**config.mk**
```make
export PLATFORM = sky130hd
export DESIGN_NAME = frame_buffer_arbiter_flat
export DESIGN_NICKNAME = d
export VERILOG_FILES = /design/src/rtl/frame_buffer_arbiter_if.sv /design/src/rtl/frame_buffer_arbiter.sv /design/src/flat_wrapper.sv
export SDC_FILE = /design/constraint.sdc
export NUM_CORES = 1
export LEC_CHECK = 0
export BUFFER_PORTS_ARGS = -buffer_cell sky130_fd_sc_hd__buf_2
export CAP_MARGIN = 40
export CORE_ASPECT_RATIO = 1.25
export CORE_UTILIZATION = 40
export CTS_CLUSTER_DIAMETER = 40
export DETAILED_ROUTE_END_ITERATION = 8
export SETUP_SLACK_MARGIN = 0.4
export SLEW_MARGIN = 20
export SYNTH_ARGS = -nofsm -noshare
export SYNTH_HDL_FRONTEND = slang
export SYNTH_SLANG_ARGS = --single-unit
```
**constraint.sdc**
```tcl
create_clock -name clk -period 4.59 [get_ports clk]
set_input_delay 0.918 -clock clk [delete_from_list [all_inputs] [get_ports clk]]
set_output_delay 0.918 -clock clk [all_outputs]
set_load 0.01 [all_outputs]
```
**src/rtl/frame_buffer_arbiter_if.sv**
```systemverilog
// Signal bundle between the frame-buffer arbiter, its two clients (copy engine
// and scanout) and the single-port frame-buffer SRAM.
// Handshakes: program_write is a fire-and-forget request with no ready, and
// program_full is advisory; rd_req likewise has no ready and is answered by
// exactly one rd_valid pulse three cycles later.
interface frame_buffer_arbiter_if;
  logic        frame_sel;
  logic        program_write;
  logic [9:0]  program_x;
  logic [9:0]  program_y;
  logic [15:0] program_data;
  logic        program_full;
  logic        program_dropped;
  logic        writes_idle;
  logic        rd_req;
  logic [9:0]  rd_x;
  logic [9:0]  rd_y;
  logic        rd_valid;
  logic [15:0] rd_data;
  logic [19:0] mem_addr;
  logic [15:0] mem_wdata;
  logic        mem_we;
  logic        mem_re;
  logic [15:0] mem_rdata;

  modport master (
    output frame_sel, program_write, program_x, program_y, program_data,
           rd_req, rd_x, rd_y, mem_rdata,
    input  program_full, program_dropped, writes_idle, rd_valid, rd_data,
           mem_addr, mem_wdata, mem_we, mem_re
  );

  modport slave (
    input  frame_sel, program_write, program_x, program_y, program_data,
           rd_req, rd_x, rd_y, mem_rdata,
    output program_full, program_dropped, writes_idle, rd_valid, rd_data,
           mem_addr, mem_wdata, mem_we, mem_re
  );
endinterface

```
**src/rtl/frame_buffer_arbiter.sv**
```systemverilog
// Single-port frame-buffer arbiter: scanout reads win every slot, copy-engine
// writes are translated, queued in a small FIFO and drained into idle slots.
module frame_buffer_arbiter #(
  parameter int H_RES      = 640,
  parameter int V_RES      = 480,
  parameter int FIFO_DEPTH = 8
) (
  input logic                  clk,
  input logic                  reset,
  frame_buffer_arbiter_if.slave bus
);
  localparam int AW = (FIFO_DEPTH > 1) ? $clog2(FIFO_DEPTH) : 1;
  localparam int CW = $clog2(FIFO_DEPTH + 1);
  localparam logic [9:0]    H_LIM = 10'(H_RES);
  localparam logic [9:0]    V_LIM = 10'(V_RES);
  localparam logic [CW-1:0] DEPTH = CW'(FIFO_DEPTH);

  typedef enum logic [1:0] {
    SLOT_IDLE  = 2'd0,
    SLOT_READ  = 2'd1,
    SLOT_WRITE = 2'd2
  } slot_t;

  function automatic logic [18:0] lin_addr(input logic [9:0] x, input logic [9:0] y);
    logic [31:0] prod;
    if (H_RES == 640) begin
      lin_addr = ({9'd0, y} << 9) + ({9'd0, y} << 7) + {9'd0, x};
    end else begin
      prod     = 32'(y) * 32'(H_RES);
      lin_addr = prod[18:0] + {9'd0, x};
    end
  endfunction

  // Entry layout: {buffer bit, 19-bit linear address, 16-bit pixel}
  logic [35:0]   fifo_mem [FIFO_DEPTH];
  logic [AW-1:0] wr_ptr;
  logic [AW-1:0] rd_ptr;
  logic [CW-1:0] count;
  logic [CW-1:0] count_next;
  logic [35:0]   head;
  logic          in_range;
  logic          push;
  logic          pop;
  slot_t         slot;
  logic          rd_pipe;

  assign head = fifo_mem[rd_ptr];

  always_comb begin
    in_range = (bus.program_x < H_LIM) && (bus.program_y < V_LIM);
    // Fullness is judged on the count before this cycle's pop.
    push     = bus.program_write && in_range && (count != DEPTH);
    slot     = SLOT_IDLE;
    if (bus.rd_req) begin
      slot = SLOT_READ;
    end else if (count != '0) begin
      slot = SLOT_WRITE;
    end
    pop        = (slot == SLOT_WRITE);
    count_next = count;
    if (push && !pop) begin
      count_next = count + 1'b1;
    end else if (pop && !push) begin
      count_next = count - 1'b1;
    end
  end

  always_ff @(posedge clk) begin
    if (push) begin
      fifo_mem[wr_ptr] <= {~bus.frame_sel, lin_addr(bus.program_x, bus.program_y),
                           bus.program_data};
    end
  end

  always_ff @(posedge clk or posedge reset) begin
    if (reset) begin
      wr_ptr              <= '0;
      rd_ptr              <= '0;
      count               <= '0;
      bus.program_full    <= 1'b0;
      bus.program_dropped <= 1'b0;
      bus.mem_addr        <= '0;
      bus.mem_wdata       <= '0;
      bus.mem_we          <= 1'b0;
      bus.mem_re          <= 1'b0;
      rd_pipe             <= 1'b0;
      bus.rd_valid        <= 1'b0;
      bus.rd_data         <= '0;
    end else begin
      if (push) wr_ptr <= wr_ptr + 1'b1;
      if (pop)  rd_ptr <= rd_ptr + 1'b1;
      count               <= count_next;
      bus.program_full    <= (count_next == DEPTH);
      bus.program_dropped <= bus.program_write && !push;
      bus.mem_we          <= 1'b0;
      bus.mem_re          <= 1'b0;
      case (slot)
        SLOT_READ: begin
          bus.mem_re   <= 1'b1;
          bus.mem_addr <= {bus.frame_sel, lin_addr(bus.rd_x, bus.rd_y)};
        end
        SLOT_WRITE: begin
          bus.mem_we    <= 1'b1;
          bus.mem_addr  <= head[35:16];
          bus.mem_wdata <= head[15:0];
        end
        default: ;
      endcase
      // The SRAM answers the cycle after mem_re; capture it then.
      rd_pipe      <= bus.mem_re;
      bus.rd_valid <= rd_pipe;
      if (rd_pipe) bus.rd_data <= bus.mem_rdata;
    end
  end

  assign bus.writes_idle = (count == '0) && !bus.mem_we;
endmodule

```
**src/flat_wrapper.sv**
```systemverilog
// flat-port wrapper written by rule: the top's interface ports become plain ports
module frame_buffer_arbiter_flat 
#(
  parameter int H_RES      = 640,
  parameter int V_RES      = 480,
  parameter int FIFO_DEPTH = 8
)
  (clk, reset, bus_frame_sel, bus_program_write, bus_program_x, bus_program_y, bus_program_data, bus_rd_req, bus_rd_x, bus_rd_y, bus_mem_rdata, bus_program_full, bus_program_dropped, bus_writes_idle, bus_rd_valid, bus_rd_data, bus_mem_addr, bus_mem_wdata, bus_mem_we, bus_mem_re);
  frame_buffer_arbiter_if bus_i ();
  input logic clk;
  input logic reset;
  input wire logic [$bits(bus_i.frame_sel)-1:0] bus_frame_sel;
  input wire logic [$bits(bus_i.program_write)-1:0] bus_program_write;
  input wire logic [$bits(bus_i.program_x)-1:0] bus_program_x;
  input wire logic [$bits(bus_i.program_y)-1:0] bus_program_y;
  input wire logic [$bits(bus_i.program_data)-1:0] bus_program_data;
  input wire logic [$bits(bus_i.rd_req)-1:0] bus_rd_req;
  input wire logic [$bits(bus_i.rd_x)-1:0] bus_rd_x;
  input wire logic [$bits(bus_i.rd_y)-1:0] bus_rd_y;
  input wire logic [$bits(bus_i.mem_rdata)-1:0] bus_mem_rdata;
  output wire logic [$bits(bus_i.program_full)-1:0] bus_program_full;
  output wire logic [$bits(bus_i.program_dropped)-1:0] bus_program_dropped;
  output wire logic [$bits(bus_i.writes_idle)-1:0] bus_writes_idle;
  output wire logic [$bits(bus_i.rd_valid)-1:0] bus_rd_valid;
  output wire logic [$bits(bus_i.rd_data)-1:0] bus_rd_data;
  output wire logic [$bits(bus_i.mem_addr)-1:0] bus_mem_addr;
  output wire logic [$bits(bus_i.mem_wdata)-1:0] bus_mem_wdata;
  output wire logic [$bits(bus_i.mem_we)-1:0] bus_mem_we;
  output wire logic [$bits(bus_i.mem_re)-1:0] bus_mem_re;
  assign bus_i.frame_sel = bus_frame_sel;
  assign bus_i.program_write = bus_program_write;
  assign bus_i.program_x = bus_program_x;
  assign bus_i.program_y = bus_program_y;
  assign bus_i.program_data = bus_program_data;
  assign bus_i.rd_req = bus_rd_req;
  assign bus_i.rd_x = bus_rd_x;
  assign bus_i.rd_y = bus_rd_y;
  assign bus_i.mem_rdata = bus_mem_rdata;
  assign bus_program_full = bus_i.program_full;
  assign bus_program_dropped = bus_i.program_dropped;
  assign bus_writes_idle = bus_i.writes_idle;
  assign bus_rd_valid = bus_i.rd_valid;
  assign bus_rd_data = bus_i.rd_data;
  assign bus_mem_addr = bus_i.mem_addr;
  assign bus_mem_wdata = bus_i.mem_wdata;
  assign bus_mem_we = bus_i.mem_we;
  assign bus_mem_re = bus_i.mem_re;
  frame_buffer_arbiter #(.H_RES(H_RES), .V_RES(V_RES), .FIFO_DEPTH(FIFO_DEPTH)) u_core (.clk(clk), .reset(reset), .bus(bus_i));
endmodule
```
Word-level counts from Yosys, hierarchy flattened
Memories as Yosys holds them, arrays and structs flattened.
Index checks and enable logic that the tools add are counted.
{"block": "totals", "mem_count": 1, "register_bits": 68, "word_cells": 51, "mem_bits_rw": 288, "out_inout_bits": 58}
{"memory": "u_core.fifo_mem", "words": 8, "word_bits": 36, "read_ports": 1, "rd_ports_with_merged_regs": 0, "wr": 1, "line_no": "frame_buffer_arbiter.sv:35", "rtl": "logic [35:0] fifo_mem [FIFO_DEPTH];"}
{"block": "classes", "n_reduce_logical": 13, "n_lt_le_gt_ge": 2, "add_sub_neg": 8, "eq_ne": 4, "bitwise": 1, "mux": 10}
{"op": "20-bit case mux with 2 select lines", "count": 1}
{"op": "19-bit by 10-bit adder with 19-bit output", "count": 2}
{"op": "19-bit by 17-bit adder with 19-bit output", "count": 2}
{"op": "19-bit 2-to-1 mux", "count": 1}
{"op": "10-bit < comparator, second input constant", "count": 1}
{"op": "10-bit by 9-bit < comparator with 1-bit output, second input constant", "count": 1}
{"op": "4-bit 2-to-1 mux", "count": 2}
{"op": "1-bit logical AND", "count": 7}
{"op": "3-bit by 1-bit adder with 3-bit output, second input constant", "count": 2}
{"op": "4-bit by 1-bit adder with 4-bit output, second input constant", "count": 1}
{"op": "4-bit equality test, second input constant", "count": 1}
{"op": "4-bit logical NOT", "count": 1}
{"op": "1-bit 2-to-1 mux", "count": 4}
{"op": "2-bit 2-to-1 mux", "count": 2}
{"op": "4-bit != test, second input constant", "count": 1}
{"op": "4-bit nonzero test", "count": 1}
{"op": "4-bit by 1-bit subtractor with 4-bit output, second input constant", "count": 1}
{"op": "1-bit logical NOT", "count": 3}
{"op": "2-bit by 1-bit equality test with 1-bit output, second input constant", "count": 1}
{"op": "2-bit equality test, second input constant", "count": 1}
{"op": "2-bit nonzero test", "count": 1}
{"op": "1-bit NOT", "count": 1}

Depth between registers and ports, before layout
{"block": "depth", "ltp_word": 9, "mapped_depth": 9, "ltp_nobuf": 9}

Worst setup path after synthesis
OpenSTA, ideal clock, no wires.
{"block": "synth_path", "kind": "input -> register", "from": "input port bus_program_x[8]", "to": "memory u_core.fifo_mem[0][0], enable pin", "slack_ns": -0.011, "setup_ns": 0.474, "arrival_ns": 4.127, "stages": 5, "path_cell_list": "o21ai_0 > nand4_2 > buf_6 > or2_1 > nor3_1"}
{"block": "synth_via", "elab_chain_cells": 6}
{"item": "start, declared", "line_no": "flat_wrapper.sv:14", "rtl": "input wire logic [$bits(bus_i.program_x)-1:0] bus_program_x;"}
{"item": "10-bit < comparator", "line_no": "frame_buffer_arbiter.sv:50", "rtl": "in_range = (bus.program_x < H_LIM) && (bus.program_y < V_LIM);"}
{"item": "1-bit logical AND", "line_no": "frame_buffer_arbiter.sv:50"}
{"item": "1-bit logical AND (2 in a row)", "line_no": "frame_buffer_arbiter.sv:52", "rtl": "push = bus.program_write && in_range && (count != DEPTH);"}
{"item": "1-bit 2-to-1 mux", "line_no": "frame_buffer_arbiter.sv:69", "rtl": "if (push) begin"}
{"item": "1-bit 2-to-1 mux (implied by the code)", "line_no": "frame_buffer_arbiter.sv:70", "rtl": "fifo_mem[wr_ptr] <= {~bus.frame_sel, lin_addr(bus.program_x, bus.program_y),"}
{"item": "end, declared", "line_no": "frame_buffer_arbiter.sv:35"}
Every way passes these cells.

Final worst setup path
{"block": "layout_path", "from": "input port bus_program_y[0]", "to": "memory u_core.fifo_mem[5][34] (data pin)"}
{"block": "layout_via", "elab_chain_cells": 3}
{"item": "start, declared", "line_no": "flat_wrapper.sv:15", "rtl": "input wire logic [$bits(bus_i.program_y)-1:0] bus_program_y;"}
{"item": "19-bit by 17-bit adder with 19-bit output", "line_no": "frame_buffer_arbiter.sv:27", "rtl": "lin_addr = ({9'd0, y} << 9) + ({9'd0, y} << 7) + {9'd0, x};"}
{"item": "19-bit by 10-bit adder with 19-bit output", "line_no": "frame_buffer_arbiter.sv:27"}
{"item": "19-bit 2-to-1 mux", "line_no": "frame_buffer_arbiter.sv:69"}
Every way passes these cells. The select of a mux whose other input is x is not followed.

==> run summary <==
Power per Cell Area: 559 nW/um^2
HP Class: in2async
Synth Instances: 839
headroom to the max-slew limit: 48.9%
# hold bufs at CTS: 0
commonest cells after routing, fill and taps aside: edfxtp_1, buf_2, mux4_2, dfrtp_1, mux2i_1
Layout area overhead: 18.3%
Chip Width: 174 um
initial antenna violation count: 2
Total Routing Usage GR: 16.4%
post-CTS setup buffer count: 0
worst r2r dst: u_core.fifo_mem[7][30]$_DFFE_PP_
Ports: 135
RSZ-0062 raised after global routing: false
TritonCTS Buffers: 40
Yosys top cell area share: 58.4%
P_sw: 0.00292 W
vias post-DR: 7,843
Cell Area, Synth: 14,800 sq um
post-cts gate resize count: 0
Flop pwr share: 42.8%
# fillers: 3,069
Sw Share: 29.8%
grt total ovfl: 0
antenna viol nets, final: 0
Routed WL: 30.2 mm
vias in the first global route: 8,107
Post-DP Area: 16,200 sq um
TritonCTS clock tree: yes
Tcrit/Tclk final: 67.6%
crit-path max FO: 8
Worst Path Required: 4760 ps
FP Rows: 78
reg2reg start: u_core.count[0]$_DFF_PP0_
DR iter-0 viols: 537
CTS sink cnt: 356
r2r setup slk: 1580 ps
syn_area_per_cell: 17.7 sq um
Max clock buf depth: 3
Worst Slack Setup Final: 1490 ps
register area share after synthesis: 69.9%
peak supply drop: 0.260 mV
port bufs: 134
Placeable Area: 36,400 sq um
Sum Neg Setup Slack: 0 ps
worst-skew pair later-pin latency: 540 ps
count of warnings emitted by yosys: 0
fraction of registers with async set/reset: 19.1%
area leader, netlist: edfxtp_1
internal power: 0.00687 W
run status: finished clean
layout cells sized above 1: 30.8%
Finished Core Util: 48.1%
most common cell after layout, fill and taps aside: edfxtp_1
CTS HTree Levels: 2
area taken by multi-input logic gates: 4270 sq um
Crit. End Element: flop
Post-synth EDFFs: 288
fin area: 17,500 sq um
crit start category: primary input
R2R depth: 8
Reg area: 10,400 sq um
combinational share of power: 26.6%
post-synth cell types: 56
die area: 37,800 sq um
chip height: 217 um
Root Buffer Master: clkbuf_16
DR WL/cell: 20.0 um
post-synth net total: 962
Synth Flop Type: edfxtp_1
WS Path Type: in2reg
pre-CTS WS: 920 ps
Final setup viols: 0
Clock Skews: 17.7 ps
max cap viols: 0
final hold vios: 0
GP Congestion: 0.761
drt pass-1 iters: 7
fmax: 322 MHz
Via density: 5.19
HPWL Detailed: 19.3 mm
slew of the pin with the lowest slew margin: 760 ps
first-pass GRT wire length: 47.2 mm
Lkg Pwr: 6.45 nW
Initial Utilization: 40.7%
Clock Pin Slew Worst Setup and Hold Paths: 60 ps
ranking of synthesized cells by area: edfxtp_1, dfrtp_1, mux4_2, ha_1, mux2i_1
largest net degree at the start of global routing: 46
clock network power share: 30.6%
Synth Register Bits: 356
DRC errors left: 0
Final Max Tran Viols: 0
Data arrival, critical path: 3270 ps
fin crit period: 3100 ps
nets@finish: 1,124
critical path, stage by stage:
cell       delay [ps]
buf_2              90
inv_1              50
fa_1              520
inv_1              60
fa_1              450
a21o_1            180
a21oi_1           330
o31ai_1           180
mux2i_1           170
o2111ai_1         310
cell usage after synthesis (9+ instances only):
cell type	number
edfxtp_1	288
dfrtp_1	68
mux4_2	66
mux2i_1	47
nand2_1	45
ha_1	42
a21oi_1	33
nor2_1	33
o21ai_1	25
clkbuf_1	19
inv_1	18
mux2_2	17
o21ai_0	12
xor2_1	9
per-layer routing:
metal  part of all wire [%]  vias up  track usage, %
li1                       -     3635               -
met1                     43     4002            21.1
met2                     51      167            28.4
met3                    4.1       37            2.94
met4                    1.7        2            4.85
met5                  0.040        -               0
metrics by stage:
step                total power (W)  hold slack, ps  cells
global route                 0.0103             317   1512
detailed placement          0.00690             376   1436
finish                      0.00980             318   1512
global placement            0.00685             371   1435
CTS                         0.00992             389   1508
floorplan                   0.00606             352    839
cells by family (layout without fill, tap and decap cells):
logic type / after synthesis / count (layout) / synth area share [%]
flip-flops: 356 / 356 / 69.9
multiplexers: 136 / 136 / 15.0
buffers and inverters: 57 / 249 / 1.73
AND/OR/NAND/NOR: 113 / 113 / 3.69
XOR/XNOR: 17 / 17 / 1.01
adder cells (fa/ha/maj): 46 / 46 / 4.09
other: 0 / 1 / 0
AO/OA/AOI/OAI: 114 / 114 / 4.65
power groups by stage:
stage	registers (W)	clock network, W	logic, W
6_report	0.00419	0.00300	0.00261
3_3_place_gp	0.00440	0	0.00245
3_5_place_dp	0.00432	0	0.00258
5_1_grt	0.00424	0.00320	0.00288
4_1_cts	0.00425	0.00308	0.00259
2_1_floorplan	0.00419	0	0.00187
worst max path at each step:
stage,slack [ps],start,end,depth (start not counted)
CTS,1470,bus_program_x[8],u_core.fifo_mem[7][30]$_DFFE_PP_,7
global route,1270,bus_program_y[0],u_core.fifo_mem[5][34]$_DFFE_PP_,10
finish,1490,bus_program_y[0],u_core.fifo_mem[5][34]$_DFFE_PP_,10
global placement,990,bus_program_y[0],u_core.fifo_mem[4][34]$_DFFE_PP_,10
detailed placement,920,bus_program_x[8],u_core.fifo_mem[7][30]$_DFFE_PP_,7
floorplan,960,bus_program_x[8],u_core.fifo_mem[6][0]$_DFFE_PP_,5
cell type report:
class | count | area share, %
flip-flops and latches | 356 | 59.1
multi-input cells | 426 | 24.4
clock buffers | 49 | 6.08
repair buffers | 158 | 5.54
well taps | 480 | 3.43
clock inverters | 23 | 1.01
inverters | 19 | 0.414
diodes | 1 | 0.0143
registers in the layout (all words and copies together), names as in the netlist:
name and count:
u_core.rd_pipe 1, u_core.bus.program_full 1, u_core.bus.rd_data 16, u_core.wr_ptr 3, u_core.count 4, u_core.bus.mem_re 1
u_core.bus.mem_we 1, u_core.bus.mem_addr 20, u_core.fifo_mem 288, u_core.rd_ptr 3, u_core.bus.mem_wdata 16, u_core.bus.rd_valid 1
u_core.bus.program_dropped 1
Note: power is estimated with default switching activity, not from simulation.
